==> config.mk <==
export PLATFORM = sky130hd
export DESIGN_NAME = io_bus_initiator
export DESIGN_NICKNAME = d
export VERILOG_FILES = /design/src/rtl/io_bus_initiator.sv
export SDC_FILE = /design/constraint.sdc
export NUM_CORES = 1
export LEC_CHECK = 0
export BUFFER_PORTS_ARGS = -buffer_cell sky130_fd_sc_hd__buf_2
export CORE_AREA = 2 2 124 126
export DETAILED_ROUTE_END_ITERATION = 6
export DIE_AREA = 0 0 126 128
export GPL_ROUTABILITY_DRIVEN = 0
export GPL_TIMING_DRIVEN = 0
export PLACE_DENSITY = 0.81
export SETUP_SLACK_MARGIN = 0.15
export SKIP_LAST_GASP = 1
export SYNTH_ARGS = -nofsm -noshare
export SYNTH_HDL_FRONTEND = slang
export SYNTH_SLANG_ARGS = --single-unit
==> constraint.sdc <==
create_clock -name AClkH -period 5.8 [get_ports AClkH]
set_clock_uncertainty 0.15 [all_clocks]
set_input_delay 1.16 -clock AClkH [delete_from_list [all_inputs] [get_ports AClkH]]
set_output_delay 1.16 -clock AClkH [all_outputs]
set_load 0.02 [all_outputs]
==> src/rtl/io_bus_initiator.sv <==
// io_bus_initiator: converts upstream read/write requests (reads may burst)
// into single-cycle register-bus accesses and returns one response beat per
// access. Decode errors end a burst early and are tallied in a saturating
// counter.
module io_bus_initiator #(
    parameter int unsigned CLenW = 4
) (
    input  logic             AClkH,
    input  logic             AResetH,
    input  logic             AClkHEn,
    input  logic             AReqValid,
    output logic             AReqReady,
    input  logic             AReqRnW,
    input  logic [1:0]       AReqSize,
    input  logic [15:0]      AReqAddr,
    input  logic [CLenW-1:0] AReqLen,
    input  logic [63:0]      AReqWrData,
    output logic             ARspValid,
    input  logic             ARspReady,
    output logic [63:0]      ARspData,
    output logic [1:0]       ARspErr,
    output logic             ARspLast,
    output logic [15:0]      AIoAddr,
    output logic [63:0]      AIoMosi,
    output logic [3:0]       AIoWrSize,
    output logic [3:0]       AIoRdSize,
    input  logic [63:0]      AIoMiso,
    input  logic             AIoAddrAck,
    input  logic             AIoAddrErr,
    output logic [7:0]       AErrCnt
);

    typedef enum logic [1:0] {
        IDLE   = 2'd0,
        ACCESS = 2'd1,
        RESP   = 2'd2
    } state_t;

    state_t           state;
    state_t           state_next;
    logic             rnw;
    logic [1:0]       size;
    logic [15:0]      addr;
    logic [CLenW-1:0] cnt;
    logic [63:0]      wrdata;
    logic [1:0]       rsp_err;
    logic [63:0]      rsp_data;
    logic [7:0]       err_cnt;
    logic [1:0]       err_now;
    logic [63:0]      size_mask;
    logic [63:0]      data_now;
    logic             rsp_last;

    // Classify the current bus access and size-mask its read data.
    always_comb begin
        err_now   = 2'b00;
        size_mask = '1;
        data_now  = '0;
        if (AIoAddrErr) begin
            err_now = 2'b01;
        end else if (!AIoAddrAck) begin
            err_now = 2'b10;
        end
        case (size)
            2'd0:    size_mask = 64'h0000_0000_0000_00FF;
            2'd1:    size_mask = 64'h0000_0000_0000_FFFF;
            2'd2:    size_mask = 64'h0000_0000_FFFF_FFFF;
            default: size_mask = '1;
        endcase
        if (rnw && (err_now == 2'b00)) begin
            data_now = AIoMiso & size_mask;
        end
    end

    // Next-state logic and bus/handshake outputs.
    always_comb begin
        state_next = state;
        AReqReady  = (state == IDLE);
        ARspValid  = (state == RESP);
        rsp_last   = (state == RESP) && ((cnt == '0) || (rsp_err != 2'b00));
        ARspLast   = rsp_last;
        ARspData   = rsp_data;
        ARspErr    = rsp_err;
        AErrCnt    = err_cnt;
        AIoAddr    = '0;
        AIoMosi    = '0;
        AIoWrSize  = '0;
        AIoRdSize  = '0;
        if (state == ACCESS) begin
            AIoAddr = addr;
            AIoMosi = wrdata;
            // Strobes only on edges that will actually sample the result.
            if (AClkHEn && !AResetH) begin
                if (rnw) begin
                    AIoRdSize = 4'b0001 << size;
                end else begin
                    AIoWrSize = 4'b0001 << size;
                end
            end
        end
        case (state)
            IDLE:    if (AReqValid) state_next = ACCESS;
            ACCESS:  state_next = RESP;
            RESP:    if (ARspReady) state_next = rsp_last ? IDLE : ACCESS;
            default: state_next = IDLE;
        endcase
    end

    // State register; reset overrides the clock enable.
    always_ff @(posedge AClkH) begin
        if (AResetH) begin
            state <= IDLE;
        end else if (AClkHEn) begin
            state <= state_next;
        end
    end

    // Request latch, response capture, burst stepping and error counting.
    always_ff @(posedge AClkH) begin
        if (AResetH) begin
            rnw      <= 1'b0;
            size     <= 2'd0;
            addr     <= '0;
            cnt      <= '0;
            wrdata   <= '0;
            rsp_err  <= 2'b00;
            rsp_data <= '0;
            err_cnt  <= '0;
        end else if (AClkHEn) begin
            case (state)
                IDLE: begin
                    if (AReqValid) begin
                        rnw    <= AReqRnW;
                        size   <= AReqSize;
                        addr   <= AReqAddr;
                        cnt    <= AReqRnW ? AReqLen : '0;
                        wrdata <= AReqWrData;
                    end
                end
                ACCESS: begin
                    rsp_err  <= err_now;
                    rsp_data <= data_now;
                    if ((err_now != 2'b00) && (err_cnt != 8'hFF)) begin
                        err_cnt <= err_cnt + 8'd1;
                    end
                end
                RESP: begin
                    if (ARspReady && !rsp_last) begin
                        addr <= addr + 16'd1;
                        cnt  <= cnt - CLenW'(1);
                    end
                end
                default: ;
            endcase
        end
    end

endmodule

==> results of run 1 <==
metrics by stage:
| stage | setup slack, ns | instance area [um2] | std cells | total power, mW |
|---|---|---|---|---|
| final | 2.091 | 9482 | 1399 | 2.615 |
| after global routing | 1.986 | 9482 | 1399 | 2.705 |
| after CTS | 2.058 | 9479 | 1398 | 2.621 |
| after detailed placement | 2.060 | 8860 | 1366 | 1.446 |
| after global placement | 2.048 | 8860 | 1366 | 1.441 |
| after floorplan | 2.340 | 7018 | 857 | 1.330 |
synthesized netlist by cell type (all sizes together) (2+ instances only):
| cell | instances | area share |
|---|---|---|
| and2 | 83 | 0.074 |
| o31a | 3 | 0.0037 |
| o2111ai | 2 | 0.0025 |
| buf | 29 | 0.024 |
| or4 | 5 | 0.0053 |
| a211oi | 10 | 0.011 |
| a22oi | 66 | 0.071 |
| o311ai | 6 | 0.0075 |
| o31ai | 11 | 0.012 |
| or3b | 2 | 0.0025 |
| nor2b | 3 | 0.0027 |
| nor4 | 2 | 0.0039 |
| or3 | 4 | 0.0036 |
| dfxtp | 163 | 0.46 |
| clkbuf | 40 | 0.021 |
| nand2 | 164 | 0.088 |
| a21o | 2 | 0.0021 |
| and4 | 4 | 0.0050 |
| nor2 | 83 | 0.045 |
| a2bb2oi | 2 | 0.0025 |
| a32oi | 2 | 0.0025 |
| a311oi | 3 | 0.0037 |
| nand4 | 8 | 0.010 |
| nor3 | 10 | 0.0078 |
| o32ai | 6 | 0.0075 |
| a21oi | 86 | 0.061 |
| nor3b | 3 | 0.0032 |
| inv | 10 | 0.0053 |
| nand3 | 10 | 0.0078 |
| nand2b | 5 | 0.0045 |
| o21ai | 6 | 0.0043 |
| ha | 3 | 0.0053 |
| clkinv | 2 | 0.0011 |
| a31oi | 7 | 0.0062 |
critical path, stage by stage:
cell      delay, ns
clkbuf_1       0.42
clkinv_1       0.38
nand3_1        0.20
nor3_1         0.05
buf_2          0.18
per-layer routing:
metal,track usage,routed length (um),vias to the layer above
li1,-,-,3652
met1,0.3387,9278,3467
met2,0.5035,11900,406
met3,0.08556,2193,58
met4,0.1151,740,0
met5,0,0,-
area by class of cell:
class,instances,area [um2]
Tap cell,188,235.2
Timing Repair Buffer,321,1607
Clock inverter,13,166.4
Clock buffer,19,452.9
Buffer,69,315.3
Fill cell,1333,5383
Antenna cell,1,2.502
Multi-Input combinational cell,613,3395
Inverter,12,45.04
Sequential cell,163,3263
worst max path at each step:
stage                               to
final                     AIoWrSize[3]
after global routing      AIoRdSize[1]
after CTS                 AIoWrSize[3]
after detailed placement  AIoWrSize[3]
after global placement    AIoWrSize[3]
after floorplan           AIoWrSize[1]
state kept, by name, indices dropped and copies added (netlist names):
name / flops
ARspErr: 2
rnw: 1
cnt: 4
ARspData: 64
addr: 16
wrdata: 64
AErrCnt: 8
size: 2
state: 2
layout by cell type (no fill, tap or decap), types with 2 or more instances in the layout:
cell,n
nor3b_1,3
o2111ai_1,2
a22oi_1,66
nand2_1,163
nand4_1,6
clkinv_2,3
inv_1,10
or3_1,4
ha_1,3
and4_1,4
o31ai_1,11
a21oi_1,86
clkinv_1,2
clkbuf_16,17
nand2b_1,5
a32oi_1,2
nand3_1,9
nor3_1,9
o21ai_0,6
o31a_1,3
buf_4,8
clkbuf_8,2
o311ai_0,6
nor2b_1,3
nor2_1,82
or3b_1,2
clkbuf_1,40
a211oi_1,9
buf_2,342
o32ai_1,6
dfxtp_1,163
a21o_1,2
a311oi_1,3
inv_6,6
or4_1,5
a2bb2oi_1,2
and2_1,83
bufinv_16,3
a31oi_1,7
cells by family after synthesis:
group                      synth area share
AOI/OAI and AO/OA                    0.2066
adders and majority gates          0.005349
buffers and inverters               0.05135
DFF                                  0.4650
and+or+nand+nor                      0.2717
report_power, final:
group / internal, mW / switching (mW) / total (mW)
Combinational: 0.0958 / 0.155 / 0.251
Clock: 0.707 / 0.482 / 1.19
Sequential: 1.15 / 0.0228 / 1.17
Total: 1.95 / 0.660 / 2.61
==> results.json, run 1 <==
{
  "synthesis.area_um2": 7018,
  "crit_type": "primary input to output port",
  "drv_slew": 0,
  "coreArea_um2": 14860,
  "cts_setup_buffers": 0,
  "dieHeight_um": 128,
  "root_buffer": "clkbuf_16",
  "htreeDepth": 4,
  "wl_per_cell_um": 17.23,
  "postCtsHoldBufs": 0,
  "start_util": 0.4721,
  "final_net_count": 1358,
  "grt_pass1_wl_mm": 37.07,
  "cp-end-kind": "output port",
  "finalCritPeriodShare": 0.6396,
  "whs_ns": 0.2995,
  "startpoint": "AResetH",
  "rows": 45,
  "track_usage": 0.2906,
  "clk_pin_slew_ns": 0.07,
  "place.port_buffers": 321,
  "reg2regPathDepth": 7,
  "first_iter_violations": 638,
  "p_leak_nw": 4.350,
  "rsz0062_at_grt": "no",
  "synth_ff_type": "dfxtp_1",
  "synth_cells": 857,
  "async_flop_share": 0,
  "r2r_start": "cnt[0]$_SDFFE_PP0P_",
  "power_density_nw_per_um2": 275.8,
  "peakVddDrop_mv": 0.2663,
  "worstPathMaxFanout": 9,
  "detail-route-antenna-nets": 0,
  "worstPathArrival_ns": 2.40,
  "fmax_ghz": 0.2696,
  "max-clock-path-buffers": 2,
  "grt_pass1_vias": 7048,
  "dp_hpwl_mm": 17.97,
  "failed_checks": "design-rule violations",
  "io_pins": 323,
  "finalSetupTns_ns": 0,
  "max_slew.worst_pin.slew_ns": 0.7945,
  "cts.sinks": 163,
  "numCtsBuffers": 17,
  "outcome": "finished with violations",
  "synth.distinct_cells": 55,
  "synth-seq-area-share": 0.4650,
  "drv_cap": 0,
  "hold_start": "wrdata[13]$_SDFFE_PP0P_",
  "clk_latency_ns": 0.43,
  "area_growth_pct": 35.10,
  "drt_pass1_iterations": 7,
  "synth_edf_count": 0,
  "fin_crit_ns": 3.709,
  "drive_above_1_share": 0.3264,
  "finalSetupViolCount": 0,
  "finish.utilization": 0.6379,
  "grt_max_degree": 17,
  "hold_class": "register to register",
  "drc_errors": 2,
  "syn_area_per_cell_um2": 8.189,
  "reg2reg_to": "addr[14]$_SDFFE_PP0P_",
  "min_to": "wrdata[13]$_SDFFE_PP0P_",
  "vias": 7583,
  "antenna_found_initial": 2,
  "via_per_inst": 5.420,
  "final-hold-violation-count": 0,
  "cts_resized": 0,
  "hold_depth": 2,
  "cts_tree": "yes",
  "synth-seq-cells": 163,
  "die_area_um2": 16130,
  "r2r_slack_ns": 3.69,
  "slew-limit-headroom": 0.4693,
  "syn-num-nets": 1018,
  "cp-start-kind": "primary input",
  "routed_wl_mm": 24.11,
  "die_width_um": 126,
  "overflow": 0,
  "ys_warn_count": 0,
  "cp_data_required_time_ns": 4.49
}
Note: power is estimated with default switching activity, not from simulation.
==> run 2, diff against run 1 <==
- ABC_AREA: default -> 1
- CORE_AREA: 2 2 124 126 -> default
- CORE_MARGIN: default -> 2
- CORE_UTILIZATION: default -> 47
- DIE_AREA: 0 0 126 128 -> default
- PLACE_DENSITY: 0.81 -> 0.8
- clock period: 5.8 -> 3.5 ns (I/O delays scaled with it)
==> results.json, run 2 <==
{
  "outcome": "complete, no violations",
  "crit_path_max_incr_delay_ns": 0.37,
  "power_mw": 4.394,
  "drv_cap": 0,
  "fin_crit_ns": 2.776,
  "crit_slowest_cell": "dfxtp_1",
  "routed_wl_mm": 21.92,
  "vias": 7648,
  "via_per_inst": 5.009,
  "multi_input_comb_area_um2": 2987,
  "synth_ff_type": "dfxtp_1",
  "peakVddDrop_mv": 0.3405,
  "die_width_um": 125.8,
  "drt_pass1_iterations": 5,
  "hold_class": "register to register",
  "max_slew.worst_pin.slew_ns": 0.6242,
  "root_buffer": "clkbuf_16",
  "drv_slew": 0,
  "final-hold-violation-count": 0,
  "fmax_ghz": 0.3602,
  "track_usage": 0.2701,
  "finalSetupTns_ns": 0,
  "cts.sinks": 163,
  "dp_hpwl_mm": 16.90,
  "cts_tree": "yes",
  "final_net_count": 1489,
  "synth_cells": 988,
  "num-fill-cells": 1314,
  "cp_data_required_time_ns": 2.65,
  "syn-num-nets": 1149,
  "stdcell_area_um2": 9397,
  "numCtsBuffers": 17,
  "synth-seq-cells": 163,
  "grt_pass1_vias": 7029,
  "cp-start-kind": "register",
  "rows": 44,
  "dieHeight_um": 125.8,
  "wl_per_cell_um": 14.35,
  "overflow": 0,
  "async_flop_share": 0,
  "dpl-instance-area_um2": 8812,
  "area_growth_pct": 34.71,
  "start_util": 0.4799,
  "crit_type": "register to output port",
  "power_density_nw_per_um2": 467.6,
  "synth-seq-area-share": 0.4678,
  "synth_edf_count": 0,
  "worstPathArrival_ns": 1.93,
  "synthTopCellsByArea": "dfxtp_1 (47%), a21oi_1 (11%), nand2_1 (10%)",
  "clk_latency_ns": 0.42,
  "slew-limit-headroom": 0.5839,
  "cts_resized": 0,
  "crit_top_cell": "inv_2",
  "p_leak_nw": 4.343,
  "max-clock-path-buffers": 2,
  "antenna_found_initial": 2,
  "grt_max_degree": 17,
  "regArea_um2": 3263,
  "place.port_buffers": 321,
  "die_area_um2": 15830,
  "drc_errors": 0,
  "mostFrequentLayoutCells": "buf_2 (337), nand2_1 (193), dfxtp_1 (163), a21oi_1 (151), nor2_1 (140)",
  "coreArea_um2": 14530,
  "cp-end-kind": "output port",
  "postCtsHoldBufs": 0,
  "synthesis.area_um2": 6975,
  "finalSetupViolCount": 0,
  "synth.distinct_cells": 29,
  "rsz0062_at_grt": "no",
  "detail-route-antenna-nets": 0,
  "ys_warn_count": 0,
  "syn_area_per_cell_um2": 7.060,
  "drive_above_1_share": 0.2886,
  "final_common_cell": "buf_2",
  "io_pins": 323,
  "finalCritPeriodShare": 0.7931,
  "synth_top_area_cell": "dfxtp_1",
  "yosys-top-cells-count": "nand2_1 (193), dfxtp_1 (163), a21oi_1 (151), nor2_1 (140), inv_1 (108)",
  "grt_pass1_wl_mm": 34.53,
  "cts_setup_buffers": 0,
  "path_cells": "inv_2, nor2_4, inv_2, clkbuf_1, nor2_1, buf_2",
  "yosysMostFrequentCell": "nand2_1",
  "htreeDepth": 4,
  "synth_top_cell_area_share": 0.4678,
  "worstPathMaxFanout": 10,
  "clk_pin_slew_ns": 0.06,
  "first_iter_violations": 515
}
[run 2: critical path: cells and delay by family, from the launching register on]
family / cells / cell delay (ns)
flops: 1 / 0.37
simple gates: 2 / 0.44
buf+inv: 4 / 0.70
[run 2: area by class of cell]
type | instances | area share
inverter | 113 | 0.04514
buffer | 60 | 0.03209
clock buffer | 22 | 0.04834
sequential | 163 | 0.3473
timing repair buffer | 321 | 0.1710
tap | 184 | 0.02450
antenna | 2 | 0.0005326
clock inverter | 10 | 0.01332
multi-input combinational | 652 | 0.3178
[run 2: metal layers]
metal | up-vias | routed length (um) | global-route usage
met5 | - | 0 | 0
met4 | 0 | 593 | 0.1034
met3 | 45 | 1566 | 0.06500
met2 | 319 | 10790 | 0.4693
met1 | 3445 | 8974 | 0.3241
li1 | 3839 | - | -
[run 2: worst paths after layout]
check	cells after the start	slack, ns	end	startpoint
setup / recovery	6	0.72	AIoMosi[54]	state[0]$_SDFFE_PP0P_
hold reg to reg	2	0.30	wrdata[15]$_SDFFE_PP0P_	wrdata[15]$_SDFFE_PP0P_
setup reg to reg	10	1.49	AErrCnt[2]$_SDFFE_PP0P_	AErrCnt[0]$_SDFFE_PP0P_
hold / removal	2	0.30	wrdata[15]$_SDFFE_PP0P_	wrdata[15]$_SDFFE_PP0P_
[run 2: per-stage QoR]
stage	util	std cells	worst slack, ns	hold slack (ns)
global route	0.6465	1527	0.6118	0.3144
floorplan	-	988	0.8552	0.2800
CTS	0.6462	1525	0.6597	0.3019
global placement	0.6063	1493	0.8297	0.2893
detailed placement	0.6063	1493	0.7993	0.2932
finish	0.6465	1527	0.7241	0.3028
[run 2: kinds of logic (layout without fill, tap and decap cells)]
logic type	count (synthesis)	after routing	synth area share
other	0	2	0
xor gates and xnor gates	5	5	0.006278
and+or+nand+nor	384	384	0.2253
buffers and inverters	173	526	0.1040
adders and majority gates	3	3	0.005382
AOI/OAI and AO/OA	260	260	0.1912
DFF	163	163	0.4678
[run 2: report_power, final]
part | total, mW | switching (mW) | leakage [nW] | internal (mW)
Sequential | 1.99 | 0.0443 | 1.33 | 1.94
Combinational | 0.566 | 0.364 | 2.74 | 0.202
Clock | 1.84 | 0.761 | 0.279 | 1.08
Total | 4.39 | 1.17 | 4.34 | 3.22
